<file path="config.mk">
export PLATFORM = sky130hd
export DESIGN_NAME = mmio_alu_bank
export DESIGN_NICKNAME = d
export VERILOG_FILES = /design/src/rtl/mmio_alu_bank.sv
export SDC_FILE = /design/constraint.sdc
export NUM_CORES = 2
export LEC_CHECK = 0
export CAP_MARGIN = 40
export CORE_MARGIN = 5
export CORE_UTILIZATION = 40
export CTS_BUF_LIST = sky130_fd_sc_hd__clkbuf_2
export DETAILED_ROUTE_END_ITERATION = 7
export PLACE_DENSITY = 0.65
export SYNTH_ARGS = -nofsm -noshare
export SYNTH_HDL_FRONTEND = slang
export SYNTH_SLANG_ARGS = --single-unit
</file>
<file path="constraint.sdc">
create_clock -name clk -period 5.4 [get_ports clk]
set_input_delay 1.08 -clock clk [delete_from_list [all_inputs] [get_ports clk]]
set_output_delay 1.08 -clock clk [all_outputs]
set_load 0.005 [all_outputs]
</file>
<file path="src/rtl/mmio_alu_bank.sv">
// rtl/mmio_alu_bank.sv - memory-mapped bank of independent multi-cycle ALU channels
//
// Each channel occupies a 64-byte window starting at BASE_ADDR + ch*64:
//   +0 IN1 (RW), +8 IN2 (RW), +16 OUT (RO), +24 CTRL (RW), +32 STATUS (RO)
//   CTRL:   bit0 START (write-1 pulse, reads 0), bits[2:1] OP, bit3 IEN
//   STATUS: bit0 DONE, bit1 BUSY, bit2 OVERRUN (DONE/OVERRUN clear on read)
//
// Ports:
//   clk    - single clock, rising edge
//   rst    - synchronous active-high reset
//   addr   - CPU byte address
//   wdata  - CPU write data
//   rden   - read strobe (wins over wren when both are high)
//   wren   - write strobe
//   hit    - combinational: addr falls inside this bank's window
//   rdata  - registered read data, valid one cycle after a hit read
//   rvalid - rdata valid
//   irq    - per-channel interrupt, registered DONE & IEN
module mmio_alu_bank #(
    parameter int DATA_W    = 64,
    parameter int ADDR_W    = 14,
    parameter int N_CH      = 4,
    parameter int LATENCY   = 50000,
    parameter int BASE_ADDR = 15360
) (
    input  logic              clk,
    input  logic              rst,
    input  logic [ADDR_W-1:0] addr,
    input  logic [DATA_W-1:0] wdata,
    input  logic              rden,
    input  logic              wren,
    output logic              hit,
    output logic [DATA_W-1:0] rdata,
    output logic              rvalid,
    output logic [N_CH-1:0]   irq
);
    localparam int CH_W  = (N_CH > 1) ? $clog2(N_CH) : 1;
    localparam int CNT_W = (LATENCY > 1) ? $clog2(LATENCY) : 1;

    localparam logic [31:0] WIN_LO = 32'(BASE_ADDR);
    localparam logic [31:0] WIN_HI = 32'(BASE_ADDR + N_CH * 64);

    localparam logic [5:0] OFF_IN1  = 6'd0;
    localparam logic [5:0] OFF_IN2  = 6'd8;
    localparam logic [5:0] OFF_OUT  = 6'd16;
    localparam logic [5:0] OFF_CTRL = 6'd24;
    localparam logic [5:0] OFF_STAT = 6'd32;

    typedef enum logic {
        S_IDLE = 1'b0,
        S_BUSY = 1'b1
    } state_t;

    logic [31:0]       w_addr_ext;
    logic [CH_W-1:0]   w_ch;
    logic [5:0]        w_off;
    logic              w_wr;
    logic [DATA_W-1:0] w_rd_val;

    logic [DATA_W-1:0] w_in1_a [N_CH];
    logic [DATA_W-1:0] w_in2_a [N_CH];
    logic [DATA_W-1:0] w_out_a [N_CH];
    logic [2:0]        w_ctrl_a [N_CH];
    logic [2:0]        w_stat_a [N_CH];

    logic [DATA_W-1:0] r_rdata;
    logic              r_rvalid;

    assign w_addr_ext = 32'(addr);
    assign hit        = (w_addr_ext >= WIN_LO) && (w_addr_ext < WIN_HI);
    assign w_ch       = CH_W'((w_addr_ext - WIN_LO) >> 6);
    assign w_off      = addr[5:0];
    // A simultaneous read and write serves the read only.
    assign w_wr       = wren && !rden && hit;

    for (genvar i = 0; i < N_CH; i++) begin : g_ch
        state_t            r_state;
        state_t            w_state_nxt;
        logic [DATA_W-1:0] r_in1, r_in2, r_out, r_sh1, r_sh2, w_result;
        logic [1:0]        r_sh_op;
        logic [2:0]        r_ctrl;      // {IEN, OP[1:0]}
        logic [CNT_W-1:0]  r_cnt;
        logic              r_done, r_ovr, r_irq;
        logic              w_sel, w_start, w_exit, w_stat_rd;

        assign w_sel     = hit && (w_ch == CH_W'(i));
        assign w_start   = w_wr && w_sel && (w_off == OFF_CTRL) && wdata[0];
        assign w_exit    = (r_state == S_BUSY) && (r_cnt == CNT_W'(LATENCY - 1));
        assign w_stat_rd = rden && w_sel && (w_off == OFF_STAT);

        always_ff @(posedge clk) begin
            if (rst) r_state <= S_IDLE;
            else     r_state <= w_state_nxt;
        end

        always_comb begin
            w_state_nxt = r_state;
            case (r_state)
                S_IDLE:  if (w_start) w_state_nxt = S_BUSY;
                S_BUSY:  if (w_exit)  w_state_nxt = S_IDLE;
                default: w_state_nxt = S_IDLE;
            endcase
        end

        always_comb begin
            case (r_sh_op)
                2'd0:    w_result = r_sh1 + r_sh2;
                2'd1:    w_result = r_sh1 - r_sh2;
                2'd2:    w_result = r_sh1 & r_sh2;
                default: w_result = r_sh1 ^ r_sh2;
            endcase
        end

        always_ff @(posedge clk) begin
            if (rst) begin
                r_in1   <= '0;
                r_in2   <= '0;
                r_out   <= '0;
                r_sh1   <= '0;
                r_sh2   <= '0;
                r_sh_op <= '0;
                r_ctrl  <= '0;
                r_cnt   <= '0;
                r_done  <= 1'b0;
                r_ovr   <= 1'b0;
                r_irq   <= 1'b0;
            end else begin
                if (w_wr && w_sel && (w_off == OFF_IN1))  r_in1  <= wdata;
                if (w_wr && w_sel && (w_off == OFF_IN2))  r_in2  <= wdata;
                if (w_wr && w_sel && (w_off == OFF_CTRL)) r_ctrl <= wdata[3:1];

                // Shadows freeze the operands so IN rewrites during BUSY are harmless.
                if (w_start && (r_state == S_IDLE)) begin
                    r_sh1   <= r_in1;
                    r_sh2   <= r_in2;
                    r_sh_op <= wdata[2:1];
                    r_cnt   <= '0;
                end else if ((r_state == S_BUSY) && !w_exit) begin
                    r_cnt <= r_cnt + CNT_W'(1);
                end

                if (w_exit) r_out <= w_result;

                // Completion outranks a same-cycle STATUS read clear.
                if (w_exit)         r_done <= 1'b1;
                else if (w_stat_rd) r_done <= 1'b0;

                // START while BUSY (including the exit cycle) is dropped but flagged.
                if (w_start && (r_state == S_BUSY)) r_ovr <= 1'b1;
                else if (w_stat_rd)                 r_ovr <= 1'b0;

                r_irq <= r_done && r_ctrl[2];
            end
        end

        assign w_in1_a[i]  = r_in1;
        assign w_in2_a[i]  = r_in2;
        assign w_out_a[i]  = r_out;
        assign w_ctrl_a[i] = r_ctrl;
        assign w_stat_a[i] = {r_ovr, (r_state == S_BUSY), r_done};
        assign irq[i]      = r_irq;
    end

    always_comb begin
        w_rd_val = '0;
        for (int i = 0; i < N_CH; i++) begin
            if (w_ch == CH_W'(i)) begin
                case (w_off)
                    OFF_IN1:  w_rd_val = w_in1_a[i];
                    OFF_IN2:  w_rd_val = w_in2_a[i];
                    OFF_OUT:  w_rd_val = w_out_a[i];
                    OFF_CTRL: w_rd_val = DATA_W'({w_ctrl_a[i], 1'b0});
                    OFF_STAT: w_rd_val = DATA_W'(w_stat_a[i]);
                    default:  w_rd_val = '0;
                endcase
            end
        end
    end

    always_ff @(posedge clk) begin
        if (rst) begin
            r_rdata  <= '0;
            r_rvalid <= 1'b0;
        end else begin
            r_rvalid <= rden && hit;
            r_rdata  <= (rden && hit) ? w_rd_val : '0;
        end
    end

    assign rdata  = r_rdata;
    assign rvalid = r_rvalid;

endmodule

</file>
==> run_results.csv <==
group,metric,value,unit
status,status,"completed",
detailed_routing,ant_nets,0,
clock_tree,cts_inserted_buffers,401,
critical_path,start_kind,"flip-flop",
clock_tree,worstSkewPairLatency,1.93,ns
pwr,combPwrFrac,4.3,%
synthesis,synth_ff_type,"dfxtp_1",
detailed_routing,drt_first_pass_iters,8,
sta,skew,0.185,ns
sta,max_slew_margin,16.2,%
sta,setup_viol,0,
critical_path,cp.arrival,7.01,ns
placed_design,dp_hpwl,237000,microns
job,cap_violations,0,
pwr,switching_share,28.6,%
detailed_routing,via_count,82699,
pwr,power,19.3,mW
cells_and_area,fillers,20377,
sta,maxSlewViolCount,0,
sta,rsz0062_at_grt,"true",
sta,worstMarginPinSlew,1.26,ns
detailed_routing,wirelength,327000,microns
synthesis,syn_area,82200,sq um
cells_and_area,nets,11725,
clock_tree,clock_tree.root_cell,"clkbuf_2",
global_route,top_usage_layer,"met2",
die,io_pins,152,
synthesis,ys_ff_latch,1445,
detailed_routing,drc,0,
die,initial_core_util,40.2,%
sta,fin_crit_sh,99.0,%
global_route,grt_pass1_wl,482000,microns
global_route,gr-usage-met2,45.5,%
die,num_rows,166,
die,coreArea,205000,sq um
pwr,pwr-share-seq,55.1,%
pwr,intPower,13.8,mW
critical_path,end_kind,"flip-flop",
global_route,grt_use_met1,35.4,%
placed_design,port_buffers,151,
synthesis,synthArstFlopShare,0,%
synthesis,synth-edff-count,0,
pwr,ir_drop,0.230,mV
die,die_w,463,microns
global_route,grt.total_usage,28.8,%
pwr,p_leak,36.5,nW
global_route,grt_overflow,0,
global_route,grt_antenna_before_repair,28,
clock_tree,cts_max_level,5,
detailed_routing,viasPerCell,5.87,
sta,whs,0.224,ns
pwr,p_sw,5.52,mW
die,die_area,215000,sq um
cells_and_area,drive_gt1_share,13.3,%
synthesis,ys_seq_area_share,35.2,%
clock_tree,ctsLongestPathBuffers,4,
placed_design,gp_congestion,0.964,
placed_design,place_area,89100,sq um
detailed_routing,drtIter0Drc,8461,
cells_and_area,final_cell_area,93900,sq um
pwr,clock_power_share,40.6,%
cells_and_area,area_growth,14.2,%
clock_tree,cts_tree,"yes",
synthesis,synth_nets,11348,
critical_path,worst-path-max-fanout,4,
clock_tree,clk_pin_slew,0.12,ns
global_route,use_met3,5.12,%
critical_path,worstPathRequired,7.06,ns
placed_design,dp_cells,13354,
detailed_routing,avgRoutedWirePerCell,23.2,microns
sta,fmax,187,MHz
clock_tree,cts_sinks,1445,
worst_hold_path,hp-class,"in2reg",
synthesis,avgSynthCellArea,7.65,sq um
cells_and_area,postLayoutCoreUtil,45.9,%
sta,hold_viol,0,
critical_path,crit_type,"reg2reg",
die,die_y,463,microns
pwr,p_per_area,206,nW/um^2
sta,fin_crit,5.34,ns
synthesis,synth_cell_types,90,
synthesis,ys_warn_count,0,
global_route,grt_max_degree,192,
synthesis,synthCells,10746,
global_route,grt_pass1_vias,79175,
cells_and_area,final_cells,14100,
==> cell type report <==
cell class                      instances  area (sq um)  share of cell area (%)
Tap cell                             2688          3360                    3.58
Multi-Input combinational cell       8408         50900                    54.2
Timing Repair Buffer                  782          6970                    7.43
Sequential cell                      1445         29000                    30.8
Antenna cell                           19          47.5                  0.0506
Clock inverter                         94           465                   0.496
Clock buffer                          579          2900                    3.09
Inverter                               85           320                   0.341
==> cell families (layout without fill, tap and decap cells) <==
kind of cell | count (synthesis) | in the layout | synth area share, %
adder cells (fa/ha/maj) | 520 | 520 | 7.95
XOR/XNOR | 531 | 531 | 5.66
flip-flops | 1445 | 1445 | 35.2
multiplexers | 279 | 279 | 3.51
AND/OR/NAND/NOR | 3921 | 3921 | 20.1
buffers and inverters | 893 | 1540 | 4.19
AO/OA/AOI/OAI | 3157 | 3157 | 23.4
other | 0 | 19 | 0
==> synth_stat cells, types with 61 or more instances <==
| master | number | area share [%] |
|---|---|---|
| dfxtp_1 | 1445 | 35 |
| and3_1 | 69 | 0.53 |
| inv_1 | 84 | 0.38 |
| clkbuf_1 | 702 | 3.2 |
| nor2_1 | 445 | 2.0 |
| a211oi_1 | 86 | 0.79 |
| o211ai_1 | 136 | 1.2 |
| a21oi_1 | 1612 | 9.8 |
| xnor2_1 | 272 | 2.9 |
| ha_1 | 516 | 7.9 |
| mux2i_1 | 217 | 2.6 |
| a31oi_1 | 69 | 0.53 |
| nor3_1 | 73 | 0.44 |
| a21o_1 | 159 | 1.5 |
| o21ai_0 | 449 | 2.7 |
| nand3_1 | 135 | 0.82 |
| nand4_1 | 76 | 0.58 |
| nand2b_1 | 61 | 0.46 |
| a221oi_1 | 63 | 0.67 |
| mux2_2 | 61 | 0.84 |
| xor2_1 | 259 | 2.8 |
| a221o_1 | 185 | 2.3 |
| nand2_1 | 2778 | 13 |
==> worst paths after layout <==
path,from,to,slack [ns],depth (start not counted)
max,g_ch[1].r_sh2[15],g_ch[1].r_out[52],0.06,21
min,wdata[54],g_ch[3].r_in2[54],0.22,3
max reg2reg,g_ch[1].r_sh2[15],g_ch[1].r_out[52],0.06,21
min reg2reg,g_ch[0].r_in1[16],g_ch[0].r_sh1[16],0.38,2
==> metal layers <==
metal  wire length, microns  part of all wire [%]
met2                 146000                    45
met5                     90                 0.028
met3                  24300                   7.4
met1                 129000                    40
met4                  26900                   8.2
==> flip-flops by register name, indices dropped and copies added, names as in the netlist <==
name,flops
g_ch.r_ovr,4
g_ch.r_irq,4
g_ch.r_sh_op,8
g_ch.r_sh2,256
g_ch.r_in2,256
g_ch.r_sh1,256
rdata,64
g_ch.r_in1,256
g_ch.r_state,4
g_ch.r_done,4
g_ch.r_ctrl,12
rvalid,1
g_ch.r_out,256
g_ch.r_cnt,64
==> worst max-delay path: stages (launching register included) <==
cell and delay [ns]:
dfxtp_1 0.33, or3_1 0.40, or3_4 0.39, or3_4 0.40, or2_4 0.27, nor4_4 0.13
buf_4 0.20, and2_4 0.18, nor2_4 0.04, xnor2_2 0.14, ha_1 0.29, and4_1 0.17
and3_4 0.18, nor2b_4 0.12, a221oi_2 0.23, o21ai_2 0.11, a221o_1 0.30, a31o_2 0.24
a311o_1 0.42, nand2_1 0.08, nor4_1 0.05, or4_1 0.47
==> through the flow <==
stage                     setup WS, ns  TNS, ns
after detailed placement        -0.302    -2.20
final                           0.0559        0
after global routing            -0.106   -0.952
after floorplan                0.00148        0
after global placement          -0.229    -1.29
after CTS                     0.000840        0
==> layout by cell type (no fill, tap or decap), drive strengths merged, types with 217 or more instances in the layout <==
cell and n:
a21oi 1612, buf 596, clkbuf 579, dfxtp 1445
ha 516, mux2i 217, nand2 2779, nor2 446
o21ai 452, xnor2 272, xor2 259
==> power by group through the flow <==
| stage | Clock, mW | Sequential, mW | Combinational [mW] |
|---|---|---|---|
| 5_1_grt | 8.63 | 10.6 | 0.832 |
| 2_1_floorplan | 0 | 10.9 | 0.374 |
| 3_3_place_gp | 0 | 10.9 | 0.756 |
| 4_1_cts | 8.05 | 10.6 | 0.805 |
| 3_5_place_dp | 0 | 10.9 | 0.776 |
| 6_report | 7.85 | 10.6 | 0.821 |
==> what timing repair did <==
item	in CTS	in global routing
gates cloned	0	0
pin swaps	18	67
hold endpoints to repair	703	0
resized for setup	30	163
buffers inserted	3	14
endpoints found under the setup margin	36	79
hold buffers	36	0
Power figures use the tool's default switching activity.
